$ cat src/rtl/slt_compare_arbiter_if.sv
// Request/response bundle for the shared signed less-than compare unit.
// The slave modport is the arbiter; the master modport is the requester/consumer side.
interface slt_compare_arbiter_if #(
    parameter int unsigned NUM_REQ = 2,
    parameter int unsigned ID_W    = 2
);
    logic [NUM_REQ-1:0]    i_req_valid;
    logic [NUM_REQ*32-1:0] i_req_a;
    logic [NUM_REQ*32-1:0] i_req_b;
    logic [NUM_REQ-1:0]    i_req_unsigned;
    logic [NUM_REQ-1:0]    o_req_ready;
    logic                  o_rsp_valid;
    logic [ID_W-1:0]       o_rsp_id;
    logic                  o_rsp_lt;
    logic                  i_rsp_ready;

    modport master (
        output i_req_valid, i_req_a, i_req_b, i_req_unsigned, i_rsp_ready,
        input  o_req_ready, o_rsp_valid, o_rsp_id, o_rsp_lt
    );

    modport slave (
        input  i_req_valid, i_req_a, i_req_b, i_req_unsigned, i_rsp_ready,
        output o_req_ready, o_rsp_valid, o_rsp_id, o_rsp_lt
    );
endinterface

$ cat src/rtl/slt_compare_arbiter.sv
// Round-robin arbiter sharing one 32-bit signed less-than unit among NUM_REQ requesters.
// The result is registered, tagged with the winner ID and held under backpressure.
module slt_compare_arbiter #(
    parameter int unsigned NUM_REQ = 2,
    parameter int unsigned ID_W    = 2
) (
    input  logic                 i_clk,
    input  logic                 i_reset,
    slt_compare_arbiter_if.slave io_bus
);

    localparam int unsigned NSLOT = 1 << ID_W;

    typedef enum logic {
        ST_EMPTY = 1'b0,
        ST_FULL  = 1'b1
    } state_t;

    state_t          r_state;
    logic [ID_W-1:0] r_ptr;
    logic [ID_W-1:0] r_rsp_id;
    logic            r_rsp_lt;

    logic [NSLOT-1:0] w_valid;
    logic [NSLOT-1:0] w_uns;
    logic [31:0]      w_a [NSLOT];
    logic [31:0]      w_b [NSLOT];
    logic [ID_W-1:0]  w_idx;
    logic [ID_W-1:0]  w_win;
    logic             w_any;
    logic             w_slot_free;
    logic             w_accept;
    logic [NSLOT-1:0] w_grant;
    logic [31:0]      w_a_op;
    logic [31:0]      w_b_op;
    logic [32:0]      w_diff;
    logic             w_lt;

    // Unpack requesters into a power-of-two table so an ID_W index is always in range
    for (genvar k = 0; k < NSLOT; k++) begin : g_slot
        if (k < NUM_REQ) begin : g_used
            assign w_valid[k] = io_bus.i_req_valid[k];
            assign w_uns[k]   = io_bus.i_req_unsigned[k];
            assign w_a[k]     = io_bus.i_req_a[32*k +: 32];
            assign w_b[k]     = io_bus.i_req_b[32*k +: 32];
        end else begin : g_pad
            assign w_valid[k] = 1'b0;
            assign w_uns[k]   = 1'b0;
            assign w_a[k]     = 32'h0;
            assign w_b[k]     = 32'h0;
        end
    end

    // First valid requester at or after the pointer, wrapping modulo NUM_REQ
    always_comb begin
        w_any = 1'b0;
        w_win = '0;
        w_idx = '0;
        for (int unsigned i = 0; i < NUM_REQ; i++) begin
            w_idx = ID_W'((32'(r_ptr) + i) % NUM_REQ);
            if (!w_any && w_valid[w_idx]) begin
                w_any = 1'b1;
                w_win = w_idx;
            end
        end
    end

    assign w_slot_free = (r_state == ST_EMPTY) || io_bus.i_rsp_ready;
    assign w_accept    = w_any && w_slot_free && !i_reset;

    always_comb begin
        w_grant = '0;
        if (w_accept) begin
            w_grant[w_win] = 1'b1;
        end
    end

    // Unsigned compares reuse the signed unit by flipping the operand MSBs
    assign w_a_op = {w_a[w_win][31] ^ w_uns[w_win], w_a[w_win][30:0]};
    assign w_b_op = {w_b[w_win][31] ^ w_uns[w_win], w_b[w_win][30:0]};
    assign w_diff = {w_a_op[31], w_a_op} - {w_b_op[31], w_b_op};
    // Sign of the sign-extended 33-bit difference cannot overflow
    assign w_lt   = |(w_diff & 33'h1_0000_0000);

    always_ff @(posedge i_clk or posedge i_reset) begin
        if (i_reset) begin
            r_state  <= ST_EMPTY;
            r_ptr    <= '0;
            r_rsp_id <= '0;
            r_rsp_lt <= 1'b0;
        end else begin
            case (r_state)
                ST_EMPTY: if (w_accept) r_state <= ST_FULL;
                ST_FULL:  if (!w_accept && io_bus.i_rsp_ready) r_state <= ST_EMPTY;
                default:  r_state <= ST_EMPTY;
            endcase
            if (w_accept) begin
                r_rsp_id <= w_win;
                r_rsp_lt <= w_lt;
                r_ptr    <= (w_win == ID_W'(NUM_REQ - 1)) ? '0 : w_win + ID_W'(1);
            end
        end
    end

    assign io_bus.o_req_ready = w_grant[NUM_REQ-1:0];
    assign io_bus.o_rsp_valid = (r_state == ST_FULL);
    assign io_bus.o_rsp_id    = r_rsp_id;
    assign io_bus.o_rsp_lt    = r_rsp_lt;

endmodule

$ cat src/flat_wrapper.sv
// flat-port wrapper written by rule: the top's interface ports become plain ports
module slt_compare_arbiter_flat 
#(
    parameter int unsigned NUM_REQ = 2,
    parameter int unsigned ID_W    = 2
)
  (i_clk, i_reset, io_bus_i_req_valid, io_bus_i_req_a, io_bus_i_req_b, io_bus_i_req_unsigned, io_bus_i_rsp_ready, io_bus_o_req_ready, io_bus_o_rsp_valid, io_bus_o_rsp_id, io_bus_o_rsp_lt);
  slt_compare_arbiter_if #(.NUM_REQ(NUM_REQ), .ID_W(ID_W)) io_bus_i ();
  input  logic i_clk;
  input  logic i_reset;
  input wire logic [$bits(io_bus_i.i_req_valid)-1:0] io_bus_i_req_valid;
  input wire logic [$bits(io_bus_i.i_req_a)-1:0] io_bus_i_req_a;
  input wire logic [$bits(io_bus_i.i_req_b)-1:0] io_bus_i_req_b;
  input wire logic [$bits(io_bus_i.i_req_unsigned)-1:0] io_bus_i_req_unsigned;
  input wire logic [$bits(io_bus_i.i_rsp_ready)-1:0] io_bus_i_rsp_ready;
  output wire logic [$bits(io_bus_i.o_req_ready)-1:0] io_bus_o_req_ready;
  output wire logic [$bits(io_bus_i.o_rsp_valid)-1:0] io_bus_o_rsp_valid;
  output wire logic [$bits(io_bus_i.o_rsp_id)-1:0] io_bus_o_rsp_id;
  output wire logic [$bits(io_bus_i.o_rsp_lt)-1:0] io_bus_o_rsp_lt;
  assign io_bus_i.i_req_valid = io_bus_i_req_valid;
  assign io_bus_i.i_req_a = io_bus_i_req_a;
  assign io_bus_i.i_req_b = io_bus_i_req_b;
  assign io_bus_i.i_req_unsigned = io_bus_i_req_unsigned;
  assign io_bus_i.i_rsp_ready = io_bus_i_rsp_ready;
  assign io_bus_o_req_ready = io_bus_i.o_req_ready;
  assign io_bus_o_rsp_valid = io_bus_i.o_rsp_valid;
  assign io_bus_o_rsp_id = io_bus_i.o_rsp_id;
  assign io_bus_o_rsp_lt = io_bus_i.o_rsp_lt;
  slt_compare_arbiter #(.NUM_REQ(NUM_REQ), .ID_W(ID_W)) u_core (.i_clk(i_clk), .i_reset(i_reset), .io_bus(io_bus_i));
endmodule
$ cat config.mk
export PLATFORM = sky130hd
export DESIGN_NAME = slt_compare_arbiter_flat
export DESIGN_NICKNAME = d
export VERILOG_FILES = /design/src/rtl/slt_compare_arbiter_if.sv /design/src/rtl/slt_compare_arbiter.sv /design/src/flat_wrapper.sv
export SDC_FILE = /design/constraint.sdc
export NUM_CORES = 1
export LEC_CHECK = 0
export ABC_CLOCK_PERIOD_IN_PS = 5100
export CORE_MARGIN = 1.5
export CORE_UTILIZATION = 35
export DETAILED_ROUTE_END_ITERATION = 10
export HOLD_SLACK_MARGIN = 0.06
export PLACE_DENSITY = 0.89
export SLEW_MARGIN = 5
export SYNTH_ARGS = -nofsm -noshare
export SYNTH_HDL_FRONTEND = slang
export SYNTH_SLANG_ARGS = --single-unit
$ cat constraint.sdc
create_clock -name i_clk -period 5.1 [get_ports i_clk]
set_input_delay 0.51 -clock i_clk [delete_from_list [all_inputs] [get_ports i_clk]]
set_output_delay 0.51 -clock i_clk [all_outputs]
set_load 0.02 [all_outputs]
# Yosys cells after proc, flatten, opt, wreduce, memory -nomap -nowiden

Index checks and enable logic that the tools add are counted.

Register bits after elaboration: 5
Input bits: 135
Logic and storage cells: 49

Add/sub/neg operators: 3
Order comparisons: 5
Equal/unequal tests: 1
Muxes and demuxes: 23
Bitwise logic cells: 4
Reductions and logical operators: 9

Operators by type and width:

| operator                                                    | count |
|---|---|
| binary-select mux 32 bit (select 2 bit)                     | 2 |
| 2-to-1 mux 32 bit                                           | 4 |
| subtractor 32 x 32 -> 33 bit                                | 1 |
| 2-to-1 mux 1 bit                                            | 13 |
| less-than comparator 1 x 3 -> 1 bit (second input constant) | 3 |
| logical AND 1 bit                                           | 5 |
| greater-or-equal comparator 3 bit (second input constant)   | 1 |
| zero test 1 bit                                             | 3 |
| NOT 1 -> 3 bit                                              | 1 |
| adder 1 bit (second input constant)                         | 2 |
| binary-select mux 1 bit (select 2 bit)                      | 1 |
| demux 1 bit (select 2 bit)                                  | 1 |
| == test 2 x 1 -> 1 bit (second input constant)              | 1 |
| 2-to-1 mux 2 bit                                            | 1 |
| one-hot mux 1 bit (2 select lines)                          | 1 |
| XOR 1 bit                                                   | 2 |
| greater-or-equal comparator 1 bit (second input constant)   | 1 |
| logical OR 1 bit                                            | 1 |
| NOT 1 bit                                                   | 1 |

# Logic depth before layout (Yosys ltp)

Gate-level depths: netlist (run 1).

Word-level depth: 12
Gate-level depth with buffers: 13

# Least setup slack after synthesis (run 1)

Ideal clock, no wire load.

Path type: input to register
Start: input io_bus_i_req_valid[0]
End: register u_core.r_rsp_lt, in the netlist u_core.io_bus.o_rsp_lt
Data arrival time: 2.566 ns
Data required time: 4.968 ns
Setup slack: 2.403 ns
Stages: 12
Cell sequence: nand2b_4 nand2_1 buf_2 buf_4 mux2_2 ha_1 a2111oi_2 o21ai_1 a21oi_1 and3_1 o21a_1 o211ai_2

Longest elaborated chain between the ends: 12

RTL lines:

| item                                                              | line                                                 | text |
|---|---|---|
| start, declared                                                   | flat_wrapper.sv:11                                   | `input wire logic [$bits(io_bus_i.i_req_valid)-1:0] io_bus_i_req_valid;` |
| 2-to-1 mux 1 bit (implied by the code) (2 in a row)               | slt_compare_arbiter.sv:61                            | `if (!w_any && w_valid[w_idx]) begin` |
| 2-to-1 mux 1 bit                                                  | slt_compare_arbiter.sv:61                            |  |
| zero test 1 bit                                                   | slt_compare_arbiter.sv:61                            |  |
| logical AND 1 bit                                                 | slt_compare_arbiter.sv:61                            |  |
| 2-to-1 mux 1 bit                                                  | slt_compare_arbiter.sv:61                            |  |
| NOT 1 -> 3 bit (implied by the code)                              | slt_compare_arbiter.sv:79, slt_compare_arbiter.sv:80 |  |
| binary-select mux 32 bit (select 2 bit), on equally long branches | slt_compare_arbiter.sv:79, slt_compare_arbiter.sv:80 |  |
| 2-to-1 mux 32 bit, on equally long branches (2 in a row)          | slt_compare_arbiter.sv:79, slt_compare_arbiter.sv:80 |  |
| XOR 1 bit, on equally long branches                               | slt_compare_arbiter.sv:79, slt_compare_arbiter.sv:80 |  |
| subtractor 32 x 32 -> 33 bit                                      | slt_compare_arbiter.sv:81                            | `assign w_diff = {w_a_op[31], w_a_op} - {w_b_op[31], w_b_op};` |
| end signal, assigned                                              | slt_compare_arbiter.sv:99                            | `r_rsp_lt <= w_lt;` |
| end, declared                                                     | slt_compare_arbiter.sv:22                            | `logic r_rsp_lt;` |

Several ways; a longest one is shown, not always the timed one. The select of a mux whose other input is x is not followed.
A chain may end at the register's enable or synchronous reset.

# Worst setup path in the final report (run 1)

Ends and elaborated chain as after synthesis.

==> results of run 1 <==
[synth_stat cells]
cell type,count
o21ai_1,1
a221oi_1,1
dfrtp_1,4
nor2_1,4
a21o_1,3
nand4_1,6
o211ai_1,1
mux2i_1,30
o2111ai_1,1
o21ai_0,8
nor3_1,2
nand2b_4,1
mux2_2,30
xnor2_1,2
a21oi_1,13
o211ai_2,1
nand3b_1,1
nor3_2,1
o21a_1,2
conb_1,1
a2111oi_2,2
a211oi_1,2
ha_1,31
buf_4,3
and3_1,1
xor2_1,2
inv_1,7
nand3_1,3
buf_2,5
or2_2,1
o221ai_1,2
nand2_1,9
nor3b_1,1
[cells by family after synthesis]
kind of cell             count (synthesis)
XOR/XNOR                                 4
multiplexers                            60
adder cells (fa/ha/maj)                 31
flip-flops                               4
AO/OA/AOI/OAI                           37
AND/OR/NAND/NOR                         30
buffers and inverters                   15
other                                    1
[power groups by stage]
| stage | clock network, W | logic (W) | registers, W |
|---|---|---|---|
| global route | 0.0000715 | 0.000368 | 0.0000431 |
| detailed placement | 0 | 0.000337 | 0.0000430 |
| global placement | 0 | 0.000326 | 0.0000434 |
| CTS | 0.0000680 | 0.000338 | 0.0000424 |
| floorplan | 0 | 0.000177 | 0.0000497 |
| finish | 0.0000653 | 0.000334 | 0.0000424 |
[state kept, by name, indices dropped and copies added, names as in the netlist]
signal                     flops
u_core.io_bus.o_rsp_valid      1
u_core.r_ptr                   1
u_core.io_bus.o_rsp_lt         1
u_core.io_bus.o_rsp_id         1
[metal layers]
layer  routed length, um  vias up  track usage (%)
met4                  51        0             3.77
met1                1940      848             20.8
met2                2850       81             41.5
met5                   0        -                0
met3                 484        6             3.94
li1                    -      967                -
[per-stage QoR]
step                setup slack [ns]  utilization (%)  power [W]
global placement                1.45             69.0   0.000369
detailed placement              1.38             69.0   0.000380
global route                    1.44             69.9   0.000483
floorplan                       2.40                -   0.000226
CTS                             1.61             69.9   0.000449
finish                          1.63             69.9   0.000442
[how the worst max path moves through the flow]
stage / from / to / slack, ns / cells after the start
after global placement: io_bus_i_req_valid[0] / u_core.io_bus.o_rsp_lt$_DFFE_PP0P_ / 1.45 / 11
after global routing: io_bus_i_req_valid[0] / u_core.io_bus.o_rsp_lt$_DFFE_PP0P_ / 1.44 / 11
after CTS: io_bus_i_req_valid[0] / u_core.io_bus.o_rsp_lt$_DFFE_PP0P_ / 1.61 / 11
after floorplan: io_bus_i_req_valid[0] / u_core.io_bus.o_rsp_lt$_DFFE_PP0P_ / 2.40 / 12
after detailed placement: io_bus_i_req_valid[0] / u_core.io_bus.o_rsp_lt$_DFFE_PP0P_ / 1.38 / 11
final: io_bus_i_req_valid[0] / u_core.io_bus.o_rsp_lt$_DFFE_PP0P_ / 1.63 / 11
[cell type report]
cell class,count,area (um2)
clock buffer,3,41.3
tap,52,65.1
multi-input combinational,163,1480
timing repair buffer,139,1390
inverter,7,26.3
fill,346,1340
sequential,4,100
[critical path, delay by kind of cell]
| kind | cells | cell delay (ns) |
|---|---|---|
| AND/OR/NAND/NOR | 3 | 0.91 |
| AO/OA/AOI/OAI | 5 | 0.83 |
| buffers and inverters | 1 | 0.53 |
| multiplexers | 1 | 0.42 |
| adder cells (fa/ha/maj) | 1 | 0.32 |
[layout by cell type, fill, tap and decap left out, types with 3 or more instances in the layout]
cell type and instances:
mux2_2 30, mux2i_1 30, a21oi_1 13, nand4_1 6
inv_1 7, ha_1 31, nand2_1 8, nor2_1 4
clkdlybuf4s50_1 139, o21ai_0 8, nand3_1 3, a21o_1 3
clkbuf_8 3, dfrtp_1 4
==> results.sh, run 1 <==
export IMPL_rrSetupSlack_ns=2.00
export IMPL_chipWidth_um=71.6
export IMPL_final_cells=368
export IMPL_port_buffers=139
export IMPL_synth_xor_area_share_pct=2.12
export IMPL_min_delay_start="u_core.io_bus.o_rsp_id[0]$_DFFE_PP0P_"
export IMPL_fmax_mhz=288
export IMPL_finalNetCount=484
export IMPL_r2r_cells=10
export IMPL_synth_adder_area_share_pct=23.5
export IMPL_routedWlPerCell_um=14.5
export IMPL_cp_slowest_cell="nand2_4"
export IMPL_cts_tree="built"
export IMPL_critPathKind="in -> reg"
export IMPL_hold_class="reg -> reg"
export IMPL_p_sw_w=0.000151
export IMPL_final_setup_tns_ns=0
export IMPL_synth_area_um2=1650
export IMPL_holdPathStages=1
export IMPL_mappedNetlistNets=348
export IMPL_status="finished, violations left"
export IMPL_p_per_area_nw_per_um2=142
export IMPL_dieArea_um2=5130
export IMPL_cap_violations=0
export IMPL_hold_violations=0
export IMPL_irDropWorstVdd_mv=0.191
export IMPL_grt_pass1_vias=2021
export IMPL_gp_congestion=0.766
export IMPL_rows=24
export IMPL_worstPathCellList="clkdlybuf4s50_1 -> nand2b_4 -> nand2_4 -> mux2_2 -> ha_1 -> a2111oi_2 -> o21ai_1 -> a21oi_1 -> and3_1 -> o21a_1 -> o211ai_2"
export IMPL_comb_power_share_pct=75.6
export IMPL_endpoint_kind="register"
export IMPL_dieHeight_um=71.6
export IMPL_grt_pass1_wl_um=8490
export IMPL_syn_inst=182
export IMPL_ys_types=33
export IMPL_totalWireLength_um=5320
export IMPL_drt_iter0_markers=45
export IMPL_clkPwrFrac_pct=14.8
export IMPL_diodes=0
export IMPL_skew_ns=0.00207
export IMPL_path_max_fanout=65
export IMPL_cts_sinks=4
export IMPL_place_area_um2=3070
export IMPL_drive_above_1_share_pct=12.7
export IMPL_startpoint_type="input port"
export IMPL_r2r_start="u_core.r_ptr[0]$_DFFE_PP0P_"
export IMPL_violations="design-rule violations"
export IMPL_syn_avg_cell_area_um2=9.06
export IMPL_insertion_delay_ns=0.21
export IMPL_viasPerCell=5.17
export IMPL_cp_arrival_ns=3.56
export IMPL_dpl_hpwl_um=4680
export IMPL_whs_ns=0.473
export IMPL_relSlewSlack_pct=38.8
export IMPL_tightest_slew_ns=0.918
export IMPL_ys_seq_elements=4
export IMPL_seq_power_share_pct=9.6
export IMPL_p_leak_nw=1.36
export IMPL_rsz0062_at_grt="false"
export IMPL_fin_crit_sh_pct=68.1
export IMPL_core_area_um2=4440
export IMPL_initial_core_util_pct=37.1
export IMPL_drc=10
export IMPL_post_cts_buffers=0
export IMPL_cts_resized=0
export IMPL_required_ns=5.19
export IMPL_vias=1902
export IMPL_ys_seq_area_share_pct=6.07
export IMPL_fin_area_um2=3110
export IMPL_overflow=0
export IMPL_switching_share_pct=34.1
export IMPL_antenna_found_initial=0
export IMPL_synth_simple_area_share_pct=9.86
export IMPL_io_pins=141
export IMPL_synth_compound_area_share_pct=15.0
export IMPL_synth_top_area_share_pct=23.5
export IMPL_cts_hold_buf=0
export IMPL_hold_end="u_core.io_bus.o_rsp_id[0]$_DFFE_PP0P_"
export IMPL_yosys_warnings=0
export IMPL_grt_use_total_pct=20.2
export IMPL_grt_start_max_net_pins=66
export IMPL_syn_to_final_growth_pct=88.4
export IMPL_max_stage_delay_ns=0.64
export IMPL_placed_cells=365
export IMPL_path_clk_slew_ns=0.03
export IMPL_timing_rr_end="u_core.io_bus.o_rsp_lt$_DFFE_PP0P_"
export IMPL_synth_top_area_cell="ha_1"
export IMPL_drv_slew=0
export IMPL_clock_path_buffers=2
export IMPL_htree_levels=1
export IMPL_p_int_w=0.000291
export IMPL_root_buffer="clkbuf_8"
export IMPL_drt_antenna_violating_nets=0
export IMPL_setup_viol=0
export IMPL_finalCriticalPeriod_ns=3.47
export IMPL_synthTopCellsByArea="ha_1 24%, mux2_2 20%, mux2i_1 18%"
export IMPL_cts_made_buffers=3
export IMPL_drtPass1Iterations=7
export IMPL_muxShareOfSynthArea_pct=38.7
export IMPL_synth_top_family_by_area="multiplexers"
No activity file was read; power rests on OpenSTA's default activity.
==> inputs of run 2 (changes only) <==
--- a/config.mk
+++ b/config.mk
@@ -5,12 +5,12 @@
 export SDC_FILE = /design/constraint.sdc
 export NUM_CORES = 1
 export LEC_CHECK = 0
-export ABC_CLOCK_PERIOD_IN_PS = 5100
+export ABC_CLOCK_PERIOD_IN_PS = 3300
 export CORE_MARGIN = 1.5
-export CORE_UTILIZATION = 35
+export CORE_UTILIZATION = 33
 export DETAILED_ROUTE_END_ITERATION = 10
 export HOLD_SLACK_MARGIN = 0.06
-export PLACE_DENSITY = 0.89
+export PLACE_DENSITY = 0.85
 export SLEW_MARGIN = 5
 export SYNTH_ARGS = -nofsm -noshare
 export SYNTH_HDL_FRONTEND = slang
==> constraint.sdc (replaced) <==
create_clock -name i_clk -period 3.3 [get_ports i_clk]
set_input_delay 0.33 -clock i_clk [delete_from_list [all_inputs] [get_ports i_clk]]
set_output_delay 0.33 -clock i_clk [all_outputs]
set_load 0.02 [all_outputs]
==> run 2 against run 1 <==
The run now ends clean; clock-buffer cell count did not move; critical path depth rose by 1; sequential share of layout area fell by 0.082 points; combinational power rose by 58%; clock skew fell by 0.0012 ns; non-clock buffer count rose by 5; largest power group unchanged.
==> results.sh, run 2 (synthesis results as in run 1) <==
export IMPL_clkPwrFrac_pct=15.3
export IMPL_grt_start_max_net_pins=23
export IMPL_fin_util_pct=67.1
export IMPL_status="finished clean"
export IMPL_p_sw_w=0.000240
export IMPL_hold_violations=0
export IMPL_core_area_um2=4750
export IMPL_syn_to_final_growth_pct=93.3
export IMPL_post_cts_buffers=0
export IMPL_placed_cells=385
export IMPL_skew_ns=0.000906
export IMPL_insertion_delay_ns=0.22
export IMPL_path_clk_slew_ns=0.03
export IMPL_finalNetCount=489
export IMPL_drtPass1Iterations=4
export IMPL_cap_violations=0
export IMPL_initial_core_util_pct=34.7
export IMPL_final_setup_tns_ns=0
export IMPL_totalWireLength_um=5410
export IMPL_drc=0
export IMPL_root_buffer="clkbuf_8"
export IMPL_startpoint_type="input port"
export IMPL_endpoint_kind="register"
export IMPL_preCtsSetupSlack_ns=0.168
export IMPL_finalCriticalPeriod_ns=2.89
export IMPL_final_cells=388
export IMPL_chipWidth_um=73.7
export IMPL_io_pins=141
export IMPL_required_ns=3.39
export IMPL_htree_levels=1
export IMPL_worst_slack_ns=0.408
export IMPL_port_buffers=139
export IMPL_mostFrequentLayoutCells="139 x clkdlybuf4s50_1, 31 x ha_1, 30 x mux2_2, 30 x mux2i_1, 13 x a21oi_1"
export IMPL_drive_above_1_share_pct=14.0
export IMPL_grt_pass1_vias=1949
export IMPL_routedWlPerCell_um=13.9
export IMPL_dpl_hpwl_um=4870
export IMPL_hold_class="in -> async"
export IMPL_r2r_cells=11
export IMPL_overflow=0
export IMPL_drt_iter0_markers=29
export IMPL_p_leak_nw=1.39
export IMPL_viasPerCell=4.89
export IMPL_cp_slowest_cell="clkdlybuf4s50_1"
export IMPL_gp_congestion=0.849
export IMPL_worstPathCellList="clkdlybuf4s50_1 -> nand2b_4 -> nand2_4 -> buf_12 -> mux2_2 -> ha_1 -> a21oi_1 -> o21ai_0 -> o221ai_1 -> and3_1 -> o21a_1 -> o211ai_2"
export IMPL_critPathKind="in -> reg"
export IMPL_dieHeight_um=73.7
export IMPL_cts_tree="built"
export IMPL_diodes=0
export IMPL_cts_made_buffers=3
export IMPL_cts_sinks=4
export IMPL_cts_resized=0
export IMPL_p_per_area_nw_per_um2=220
export IMPL_rows=25
export IMPL_final_common_cell="clkdlybuf4s50_1"
export IMPL_grt_use_total_pct=18.6
export IMPL_max_stage_delay_ns=0.53
export IMPL_drv_slew=0
export IMPL_antenna_found_initial=0
export IMPL_cts_hold_buf=0
export IMPL_switching_share_pct=34.2
export IMPL_irDropWorstVdd_mv=0.217
export IMPL_vias=1897
export IMPL_cp_arrival_ns=2.99
export IMPL_setup_viol=0
export IMPL_drt_antenna_violating_nets=0
export IMPL_rsz0062_at_grt="false"
export IMPL_fin_crit_sh_pct=87.6
export IMPL_comb_power_share_pct=75.3
export IMPL_p_int_w=0.000461
export IMPL_seq_power_share_pct=9.4
export IMPL_path_max_fanout=22
export IMPL_fmax_mhz=346
export IMPL_whs_ns=0.304
export IMPL_dieArea_um2=5430
export IMPL_grt_pass1_wl_um=8070
export IMPL_clock_path_buffers=2
run 2: cell types whose count changed in the layout (fill, tap and decap cells not counted), sizes merged:
cell  previous run  this run
buf              0         5
run 2: layer usage:
layer	up-vias	global-route usage [%]	share of wire [%]	wire length [um]
met4	0	3.91	1.4	78
met1	827	18.3	37	2000
met2	79	38.2	53	2860
met3	7	4.53	8.7	469
li1	984	-	-	-
met5	-	0	0	0
run 2: final timing paths:
path / startpoint / endpoint / slack [ns]
worst max-delay path: io_bus_i_req_valid[0] / u_core.io_bus.o_rsp_lt$_DFFE_PP0P_ / 0.41
worst min-delay path: i_reset / u_core.r_ptr[0]$_DFFE_PP0P_ / 0.30
min in group i_clk: u_core.io_bus.o_rsp_id[0]$_DFFE_PP0P_ / u_core.io_bus.o_rsp_id[0]$_DFFE_PP0P_ / 0.47
worst max register to register: u_core.r_ptr[0]$_DFFE_PP0P_ / u_core.io_bus.o_rsp_lt$_DFFE_PP0P_ / 0.59
worst min register to register: u_core.io_bus.o_rsp_id[0]$_DFFE_PP0P_ / u_core.io_bus.o_rsp_id[0]$_DFFE_PP0P_ / 0.47
max in group asynchronous: i_reset / u_core.io_bus.o_rsp_valid$_DFF_PP0_ / 2.83
run 2: final cells by class:
cell class / count / area [um2]
well taps: 67 / 83.8
clock buffers: 3 / 41.3
repair buffers: 144 / 1450
flip-flops and latches: 4 / 100
multi-input cells: 163 / 1480
fillers: 415 / 1570
inverters: 7 / 26.3
run 2: per-stage QoR:
stage	total power, W	area [um2]
2_1_floorplan	0.000350	1650
3_3_place_gp	0.000586	3150
3_5_place_dp	0.000599	3150
4_1_cts	0.000710	3190
5_1_grt	0.000762	3190
6_report	0.000700	3190
run 2: critical path, delay by kind of cell:
family,cells,cell delay [ns]
AO/OA/AOI/OAI,5,0.72
multiplexers,1,0.35
buffers and inverters,2,0.74
adder cells (fa/ha/maj),1,0.34
AND/OR/NAND/NOR,3,0.48
run 2: power by group through the flow:
stage / registers (W) / logic [W] / clock network [W]
after detailed placement: 0.0000663 / 0.000533 / 0
after floorplan: 0.0000767 / 0.000273 / 0
final: 0.0000658 / 0.000527 / 0.000107
after CTS: 0.0000658 / 0.000535 / 0.000109
after global routing: 0.0000669 / 0.000583 / 0.000113
after global placement: 0.0000668 / 0.000519 / 0
==> inputs of run 3 (changes only) <==
--- a/config.mk
+++ b/config.mk
@@ -9,8 +9,10 @@
 export CORE_MARGIN = 1.5
 export CORE_UTILIZATION = 33
 export DETAILED_ROUTE_END_ITERATION = 10
+export GPL_TIMING_DRIVEN = 0
 export HOLD_SLACK_MARGIN = 0.06
 export PLACE_DENSITY = 0.85
+export SKIP_LAST_GASP = 1
 export SLEW_MARGIN = 5
 export SYNTH_ARGS = -nofsm -noshare
 export SYNTH_HDL_FRONTEND = slang
==> run 3 against run 2 <==
Critical path depth up 1; worst hold slack better by 0.0041 ns; setup slack worse by 0.15 ns; fmax down 4.8%; sequential cell count unchanged; largest power group unchanged.
==> results.sh, run 3 (synthesis results as in run 1) <==
export IMPL_totalWireLength_um=5560
export IMPL_cts_tree="built"
export IMPL_rsz0062_at_grt="false"
export IMPL_final_common_cell="clkdlybuf4s50_1"
export IMPL_finalCriticalPeriod_ns=3.04
export IMPL_viasPerCell=5.03
export IMPL_drt_iter0_markers=34
export IMPL_dieHeight_um=73.7
export IMPL_io_pins=141
export IMPL_placed_cells=388
export IMPL_required_ns=3.39
export IMPL_p_per_area_nw_per_um2=219
export IMPL_grt_pass1_vias=1999
export IMPL_drv_slew=0
export IMPL_grt_use_total_pct=19.5
export IMPL_mostFrequentLayoutCells="139 x clkdlybuf4s50_1, 31 x ha_1, 30 x mux2_2, 30 x mux2i_1, 13 x a21oi_1"
export IMPL_multi_input_area_um2=1480
export IMPL_drtPass1Iterations=4
export IMPL_fin_area_um2=3170
export IMPL_max_stage_delay_ns=0.53
export IMPL_grt_pass1_wl_um=8370
export IMPL_fin_crit_sh_pct=92.0
export IMPL_root_buffer="clkbuf_8"
export IMPL_gp_congestion=0.781
export IMPL_routedWlPerCell_um=14.2
export IMPL_critPathKind="in -> reg"
export IMPL_cts_sinks=4
export IMPL_whs_ns=0.308
export IMPL_insertion_delay_ns=0.22
export IMPL_finalNetCount=492
export IMPL_p_leak_nw=1.39
export IMPL_cp_arrival_ns=3.13
export IMPL_dpl_hpwl_um=4860
export IMPL_dieArea_um2=5430
export IMPL_drt_antenna_violating_nets=0
export IMPL_chipWidth_um=73.7
export IMPL_overflow=0
export IMPL_drc=0
export IMPL_syn_to_final_growth_pct=92.3
export IMPL_rows=25
export IMPL_path_clk_slew_ns=0.03
export IMPL_place_area_um2=3120
export IMPL_irDropWorstVdd_mv=0.225
export IMPL_status="finished clean"
export IMPL_relSlewSlack_pct=61.8
export IMPL_antenna_found_initial=0
export IMPL_crit_buf_inv=3
export IMPL_endpoint_kind="register"
export IMPL_vias=1967
export IMPL_initial_core_util_pct=34.7
export IMPL_seqCellArea_um2=100
export IMPL_cts_made_buffers=3
export IMPL_diodes=0
export IMPL_setup_viol=0
export IMPL_fillCellCount=423
export IMPL_final_cells=391
export IMPL_cp_slowest_cell="clkdlybuf4s50_1"
export IMPL_tightest_slew_ns=0.573
export IMPL_clock_path_buffers=2
export IMPL_skew_ns=0.00336
export IMPL_cts_hold_buf=0
export IMPL_fmax_mhz=329
export IMPL_drive_above_1_share_pct=14.5
export IMPL_path_max_fanout=10
export IMPL_port_buffers=139
export IMPL_worstPathCellList="clkdlybuf4s50_1 -> nand2b_4 -> nand2_1 -> buf_4 -> buf_2 -> mux2i_1 -> ha_1 -> a211oi_1 -> o21ai_0 -> o221ai_1 -> and3_1 -> o21a_1 -> o211ai_2"
export IMPL_htree_levels=1
export IMPL_startpoint_type="input port"
export IMPL_post_cts_buffers=0
export IMPL_core_area_um2=4750
export IMPL_grt_start_max_net_pins=11
export IMPL_cp_top_family="buffers and inverters"
export IMPL_final_setup_tns_ns=0
export IMPL_cap_violations=0
export IMPL_hold_violations=0
export IMPL_hold_class="in -> async"
==> run 3: cell count changes in the layout (fill, tap and decap cells not counted), sizes merged <==
cell,change
buf,+3
==> run 3: worst register-to-register path, cell delays in order (launching register included) <==
cell,delay [ns]
dfrtp_1,0.37
nand2b_4,0.16
nand2_1,0.08
buf_4,0.19
buf_2,0.33
mux2i_1,0.31
ha_1,0.30
a211oi_1,0.23
o21ai_0,0.11
o221ai_1,0.19
and3_1,0.21
o21a_1,0.14
o211ai_2,0.09
==> run 3: what timing repair did <==
item	in CTS	in global routing
endpoints found under the setup margin	0	1
gates resized for setup	0	3
endpoints found under the hold margin	0	0
==> run 3: final timing paths <==
kind	start	endpoint	slack, ns	cells after the start
max in group asynchronous	i_reset	u_core.io_bus.o_rsp_valid$_DFF_PP0_	2.82	2
setup reg to reg	u_core.r_ptr[0]$_DFFE_PP0P_	u_core.io_bus.o_rsp_lt$_DFFE_PP0P_	0.46	12
hold / removal	i_reset	u_core.r_ptr[0]$_DFFE_PP0P_	0.31	2
min in group i_clk	u_core.io_bus.o_rsp_id[0]$_DFFE_PP0P_	u_core.io_bus.o_rsp_id[0]$_DFFE_PP0P_	0.47	1
setup / recovery	io_bus_i_req_valid[0]	u_core.io_bus.o_rsp_lt$_DFFE_PP0P_	0.26	13
hold reg to reg	u_core.io_bus.o_rsp_id[0]$_DFFE_PP0P_	u_core.io_bus.o_rsp_id[0]$_DFFE_PP0P_	0.47	1
==> run 3: per-stage QoR <==
step	setup WS, ns	total power (W)	utilization [%]
floorplan	0.662	0.000350	-
global placement	-0.100	0.000579	65.7
detailed placement	-0.111	0.000591	65.7
CTS	0.101	0.000702	66.6
global route	0.000273	0.000754	66.7
finish	0.262	0.000694	66.7
==> run 3: final cells by class <==
cell class / instances / share of cell area, %
Clock buffer: 3 / 1.30
Timing Repair Buffer: 139 / 43.9
Buffer: 8 / 1.70
Multi-Input combinational cell: 163 / 46.5
Inverter: 7 / 0.828
Tap cell: 67 / 2.64
Sequential cell: 4 / 3.16
==> run 3: layer usage <==
metal / vias up / global-route usage (%) / part of all wire (%)
li1: 985 / - / -
met1: 884 / 22.4 / 40
met2: 90 / 36.7 / 51
met3: 8 / 2.47 / 7.7
met4: 0 / 5.97 / 1.7
met5: - / 0 / 0
==> run 3: power breakdown <==
| group | internal, W | leakage, nW | total [W] | switching (W) |
|---|---|---|---|---|
| registers | 0.0000603 | 0.0492 | 0.0000656 | 0.00000533 |
| clock network | 0.0000779 | 0.0216 | 0.000105 | 0.0000272 |
| logic | 0.000317 | 1.32 | 0.000523 | 0.000206 |
